`src/rtl/tc_spi_responder.sv`:
```
// tc_spi_responder: read-only SPI slave serving 32-bit thermocouple frames, snapshotted every CONV_CYCLES.
// Define TC_RESP_FAULT_LATCH_EN for sticky fault bits that clear on frame_done.
module tc_spi_responder #(
    parameter int CONV_CYCLES = 100
) (
    input  logic        clk,
    input  logic        rst,
    input  logic [13:0] tc_temp_in,
    input  logic [11:0] junction_temp_in,
    input  logic [2:0]  fault_in,
    input  logic        cs_n,
    input  logic        sclk,
    output logic        miso,
    output logic        miso_oe,
    output logic        frame_done
);
    localparam int FRAME_BITS = 32;
    localparam int CW = $clog2(CONV_CYCLES);

    typedef enum logic [1:0] {IDLE = 2'd0, SHIFT = 2'd1} state_t;

    state_t                state, state_d;
    logic                  cs_s1, cs_s2, cs_d, sk_s1, sk_s2, sk_d;
    logic                  cs_fall, cs_rise, sclk_fall, sclk_rise;
    logic [CW-1:0]         conv_cnt;
    logic                  wrap, pending, reload, done_evt;
    logic [2:0]            fault_now;
    logic [FRAME_BITS-1:0] result, shift;
    logic [5:0]            bit_cnt;

    // cs_n syncs reset high so a deselected bus never looks like a fall
    always_ff @(posedge clk) begin
        if (rst) begin
            {cs_s1, cs_s2, cs_d} <= 3'b111;
            {sk_s1, sk_s2, sk_d} <= 3'b000;
        end else begin
            {cs_s1, cs_s2, cs_d} <= {cs_n, cs_s1, cs_s2};
            {sk_s1, sk_s2, sk_d} <= {sclk, sk_s1, sk_s2};
        end
    end

    assign cs_fall   = cs_d & ~cs_s2;
    assign cs_rise   = ~cs_d & cs_s2;
    assign sclk_rise = ~sk_d & sk_s2;
    assign sclk_fall = sk_d & ~sk_s2;
    assign wrap      = conv_cnt == CW'(CONV_CYCLES - 1);
    assign reload    = (wrap & cs_s2) | (pending & cs_rise);
    assign done_evt  = (state == SHIFT) & cs_rise & (bit_cnt == 6'd32);

    always_ff @(posedge clk) begin
        if (rst) begin
            conv_cnt <= '0;
            pending  <= 1'b0;
        end else begin
            conv_cnt <= wrap ? '0 : conv_cnt + 1'b1;
            pending  <= (wrap & ~cs_s2) ? 1'b1 : (cs_rise ? 1'b0 : pending);
        end
    end

`ifdef TC_RESP_FAULT_LATCH_EN
    logic [2:0] flt, flt_base;
    assign flt_base  = done_evt ? 3'b000 : flt;
    assign fault_now = flt_base | fault_in;
    always_ff @(posedge clk) begin
        if (rst) flt <= 3'b000;
        else     flt <= reload ? fault_now : flt_base;
    end
`else
    assign fault_now = fault_in;
`endif

    always_ff @(posedge clk) begin
        if (rst)         result <= '0;
        else if (reload) result <= {tc_temp_in, 1'b0, |fault_now, junction_temp_in, 1'b0, fault_now};
    end

    always_ff @(posedge clk) begin
        if (rst) state <= IDLE;
        else     state <= state_d;
    end

    always_comb begin
        state_d = IDLE;
        case (state)
            IDLE:    state_d = cs_fall ? SHIFT : IDLE;
            SHIFT:   state_d = cs_rise ? IDLE : SHIFT;
            default: state_d = IDLE;
        endcase
    end

    always_comb begin
        miso_oe = state == SHIFT;
        miso    = miso_oe & shift[FRAME_BITS-1];
    end

    // cs_rise takes priority over any sclk edge in the same cycle
    always_ff @(posedge clk) begin
        if (rst) begin
            shift      <= '0;
            bit_cnt    <= '0;
            frame_done <= 1'b0;
        end else begin
            frame_done <= done_evt;
            if (cs_fall && (state == IDLE || state == SHIFT)) begin
                shift   <= result;
                bit_cnt <= '0;
            end else if (state == SHIFT && !cs_rise) begin
                if (sclk_rise) bit_cnt <= bit_cnt + 6'(bit_cnt != 6'd32);
                if (sclk_fall) shift <= {shift[FRAME_BITS-2:0], 1'b0};
            end
        end
    end
endmodule

```
`config.mk`:
```
export PLATFORM = sky130hd
export DESIGN_NAME = tc_spi_responder
export DESIGN_NICKNAME = d
export VERILOG_FILES = /design/src/rtl/tc_spi_responder.sv
export SDC_FILE = /design/constraint.sdc
export NUM_CORES = 1
export LEC_CHECK = 0
export CORE_AREA = 5 5 86 88
export DETAILED_ROUTE_END_ITERATION = 16
export DIE_AREA = 0 0 91 93
export PLACE_DENSITY = 0.83
export SYNTH_ARGS = -nofsm -noshare
export SYNTH_HDL_FRONTEND = slang
export SYNTH_SLANG_ARGS = --single-unit
```
`constraint.sdc`:
```
create_clock -name clk -period 3.5 [get_ports clk]
set_input_delay 0.525 -clock clk [delete_from_list [all_inputs] [get_ports clk]]
set_output_delay 0.525 -clock clk [all_outputs]
set_load 0.01 [all_outputs]
```
# After elaboration in Yosys (flattened, before gate mapping)
# Index checks and enable logic that the tools add are counted.
op_classes:
  muxes: 8
  eq_ne: 4
  addsub: 2
  n_reduce_logical: 13
  n_bitwise: 15
op_table:
  columns: ["cell", "count"]
  rows:
  - ["32-bit two-way mux", 3]
  - ["1-bit bitwise AND", 10]
  - ["7-bit by 1-bit adder with 7-bit output, second input constant", 1]
  - ["7-bit equality test, second input constant", 1]
  - ["6-bit by 1-bit adder with 6-bit output", 1]
  - ["6-bit equality test, second input constant", 1]
  - ["6-bit != test, second input constant", 1]
  - ["2-bit nonzero test", 3]
  - ["1-bit two-way mux", 4]
  - ["1-bit inverter", 4]
  - ["2-bit AND reduction", 2]
  - ["2-bit OR reduction", 2]
  - ["3-bit OR reduction", 1]
  - ["2-bit by 1-bit equality test with 1-bit output, second input constant", 1]
  - ["1-bit logical AND", 2]
  - ["2-bit logical NOT", 1]
  - ["1-bit case mux with 2 select lines", 1]
  - ["1-bit logical NOT", 1]
  - ["1-bit logical OR", 1]
  - ["1-bit OR", 1]
totals:
  in_bits: 33
  register_bits: 85
  wordCells: 55

# Longest topological paths before layout
logic_depth:
  depth_word: 6
  ltp_mapped: 7
  depth_no_buf: 7

# Worst setup path before layout
# Ideal clock, no wire load.
synth_path:
  path_type: "register to register"
  start: "register conv_cnt[0]"
  end: "register result[16]"
  setup_ps: 123
  arrival_ps: 1555
  n_path_buf: 1
  setup_slack_ps: 1821
  synth_period_minus_slack_ps: 1679
  stages_incl_launch_ff: 6
  cell_sequence: "dfxtp_1 ha_1 and4b_1 a32oi_2 buf_4 mux2_1"
synth_between:
  elab_chain_len: 3
synth_rtl:
  columns: ["element", "line_no", "source"]
  rows:
  - ["start, declared", "25", "logic [CW-1:0] conv_cnt;"]
  - ["start signal, assigned", "55", "conv_cnt <= wrap ? '0 : conv_cnt + 1'b1;"]
  - ["7-bit equality test", "46", "assign wrap = conv_cnt == CW'(CONV_CYCLES - 1);"]
  - ["1-bit bitwise AND", "47", "assign reload = (wrap & cs_s2) | (pending & cs_rise);"]
  - ["1-bit OR", "47", null]
  - ["end signal, assigned", "74", "else if (reload) result <= {tc_temp_in, 1'b0, |fault_now, junction_temp_in, 1'b0, fault_now};"]
  - ["end, declared", "28", "logic [FRAME_BITS-1:0] result, shift;"]
# No other way between the ends.
# A chain may end at the register's enable or synchronous reset.

# Worst setup path in the final report
layout_path:
  start: "register conv_cnt[0]"
  end: "register result[20]"
# The elaborated chain is that of the path after synthesis.

==> out/results.txt <==
Slew HR: 37.1%
Commonest non-fill, non-tap cells in the layout: 84 x dfxtp_1, 67 x nand2_1, 63 x nor2_1
Top Ports: 36
Via density: 6.04
Final net count: 475
Total Wirelength: 7730 um
Area of the multi-input gates: 0.00196 mm2
Combinational family with the most area after synthesis: compound AO/OA/AOI/OAI gates
Most common cell after layout, fill and taps aside: dfxtp_1
Peak supply drop: 0.000312 V
Setup Crit Path Kind: reg -> reg
Share of cells above drive strength 1: 10.6%
Fmax: 444 MHz
Die area: 0.00846 mm2
Critical path endpoint category: flip-flop
Area of the mapped netlist: 0.00389 mm2
Seq/Total Area, Yosys: 43.2%
Die X: 91 um
Post-CTS Setup Inserts: 0
Slew Viols, Final: 0
Tightest Pin Transition: 0.943 ns
Largest net degree at the start of global routing: 42
Crit start category: flip-flop
Final Hold Viols: 0
Port Buffer Count: 35
Post-synthesis compound-gate area fraction: 20.2%
Synth Area in XOR/XNOR: 0.676%
Number of global-route vias before repair: 2844
Fin crit period: 2.25 ns
Clock root cell: clkbuf_8
Num rows: 30
Cts hold-fix bufs: 0
Clk buf depth: 2
Setup TNS: 0 ns
Worst min-delay path class: reg -> reg
Required @ worst endpoint: 3.78 ns
DRC violations left: 0
Total global routing overflow: 0
P_leak: 1.70 nW
Netlist cell types: 39
CP Max Fanout: 16
Worst skew pair latency: 0.36 ns
Top cells by area, synth: dfxtp_1 43%, mux2i_1 8.0%, a311oi_1 6.5%
Initial antenna violation count: 0
Average wire per standard cell: 14.8 um
Clock skew: 0.00863 ns
First-pass GRT wire length: 12900 um
Via count: 3158
Syn nets: 460
Initial core utilization: 59.2%
Post-synthesis simple-gate area fraction: 19.3%
Fill cell count: 519
DRT antenna net count: 0
RSZ-0062 raised after global routing: false
Core ar.: 0.00657 mm2
Dpl hpwl: 4880 um
Post_cts resized: 0
Synth area leader: dfxtp_1
Setup violations, final: 0
Total GRT Usage: 18.4%
Clk pin slew, worst setup/hold paths: 0.09 ns
Dpl cell area: 0.00418 mm2
Mapped Avg Cell Area: 9.19 um2
Post-route cell area: 0.00436 mm2
Syn Inst Count: 423
# diodes: 0
Pre-antenna DRT Iters: 4
FF/Latch Area: 0.00168 mm2
Critical Path AT: 2.54 ns
DR iter-0 viols: 168
Mux cell area share after synthesis: 8.27%
Deepest level of the CTS H-tree: 3
Fin crit share: 64.4%
Area Growth Syn to Fin: 12.0%
CTS tree: yes
Status: complete, no violations
Yosys top cell area share: 43.2%
Die Y: 93 um
Power Density: 415 mW/mm2
Synth Area in Adders: 1.29%
TritonCTS Sinks: 84
Synth warn: 0
GPL Wtd Cong: 0.812
TritonCTS buffer count: 9
Max_cap viols: 0
Synth Register Bits: 84
## area by class of cell
type	count	area share, %
clock buffer	11	3.25
clock inverter	5	0.833
inverter	6	0.517
multi-input combinational	293	45.0
sequential	84	38.6
tap	80	2.30
timing repair buffer	44	9.48
## through the flow
step / instances / power [mW] / hold WS, ns / setup WS, ns / utilization, %
6_report: 523 / 1.81 / 0.421 / 1.25 / 66.3
5_1_grt: 523 / 1.89 / 0.444 / 1.11 / 66.3
4_1_cts: 523 / 1.82 / 0.427 / 1.21 / 66.3
3_5_place_dp: 507 / 1.20 / 0.404 / 1.23 / 63.6
3_3_place_gp: 507 / 1.19 / 0.398 / 1.35 / 63.6
2_1_floorplan: 423 / 1.14 / 0.389 / 1.82 / -
## layer usage
layer | GRT usage, % | up-vias | wire, um
met4 | 8.07 | 0 | 77
met5 | 0 | - | 0
li1 | - | 1547 | -
met1 | 23.0 | 1512 | 3410
met3 | 3.38 | 6 | 460
met2 | 30.9 | 93 | 3780
## path summary, 6_finish.rpt
kind                          start                 endpoint  slack (ns)  cells after the start
max reg2reg  conv_cnt[0]$_SDFF_PP0_  result[20]$_SDFFE_PP0P_        1.25                      5
min reg2reg        cs_s1$_SDFF_PP1_         cs_s2$_SDFF_PP1_        0.42                      1
min                cs_s1$_SDFF_PP1_         cs_s2$_SDFF_PP1_        0.42                      1
max          conv_cnt[0]$_SDFF_PP0_  result[20]$_SDFFE_PP0P_        1.25                      5
## Yosys cell counts (all sizes together)
| master | count |
|---|---|
| buf | 26 |
| nand3 | 6 |
| a211oi | 3 |
| nor2 | 63 |
| a311oi | 29 |
| a21oi | 10 |
| or4 | 2 |
| o31ai | 6 |
| clkbuf | 14 |
| a21o | 1 |
| o311ai | 1 |
| dfxtp | 84 |
| nand4 | 5 |
| or3 | 4 |
| nand2 | 67 |
| nor3 | 3 |
| nand2b | 4 |
| mux2i | 31 |
| nand4b | 2 |
| nor2b | 8 |
| and4b | 1 |
| or2 | 2 |
| inv | 6 |
| nor4 | 2 |
| xor2 | 2 |
| a32oi | 2 |
| o21ai | 6 |
| and2 | 1 |
| ha | 4 |
| xnor2 | 1 |
| a2111oi | 26 |
| mux2 | 1 |
## logic make-up after synthesis
logic type | after synthesis
AND/OR/NAND/NOR | 170
AO/OA/AOI/OAI | 84
flip-flops | 84
buffers and inverters | 46
multiplexers | 32
adder cells (fa/ha/maj) | 4
XOR/XNOR | 3
## report_power, final
part | total [mW] | internal [mW] | leakage [nW] | switching (mW)
clock network | 0.633 | 0.279 | 0.0820 | 0.355
logic | 0.181 | 0.0815 | 0.937 | 0.0994
registers | 0.996 | 0.980 | 0.682 | 0.0161
total | 1.81 | 1.34 | 1.70 | 0.470
## state kept, by name, indices dropped and copies added, names as in the netlist, 6 cells and up
name	flops
shift	32
result	30
conv_cnt	7
bit_cnt	6
## critical path, cell delays in order, from the launching register on
cell and delay, ns:
dfxtp_1 0.34, ha_1 0.25, and4b_1 0.27, a32oi_4 0.65, buf_4 0.41, mux2i_1 0.25
Power figures use the tool's default switching activity.
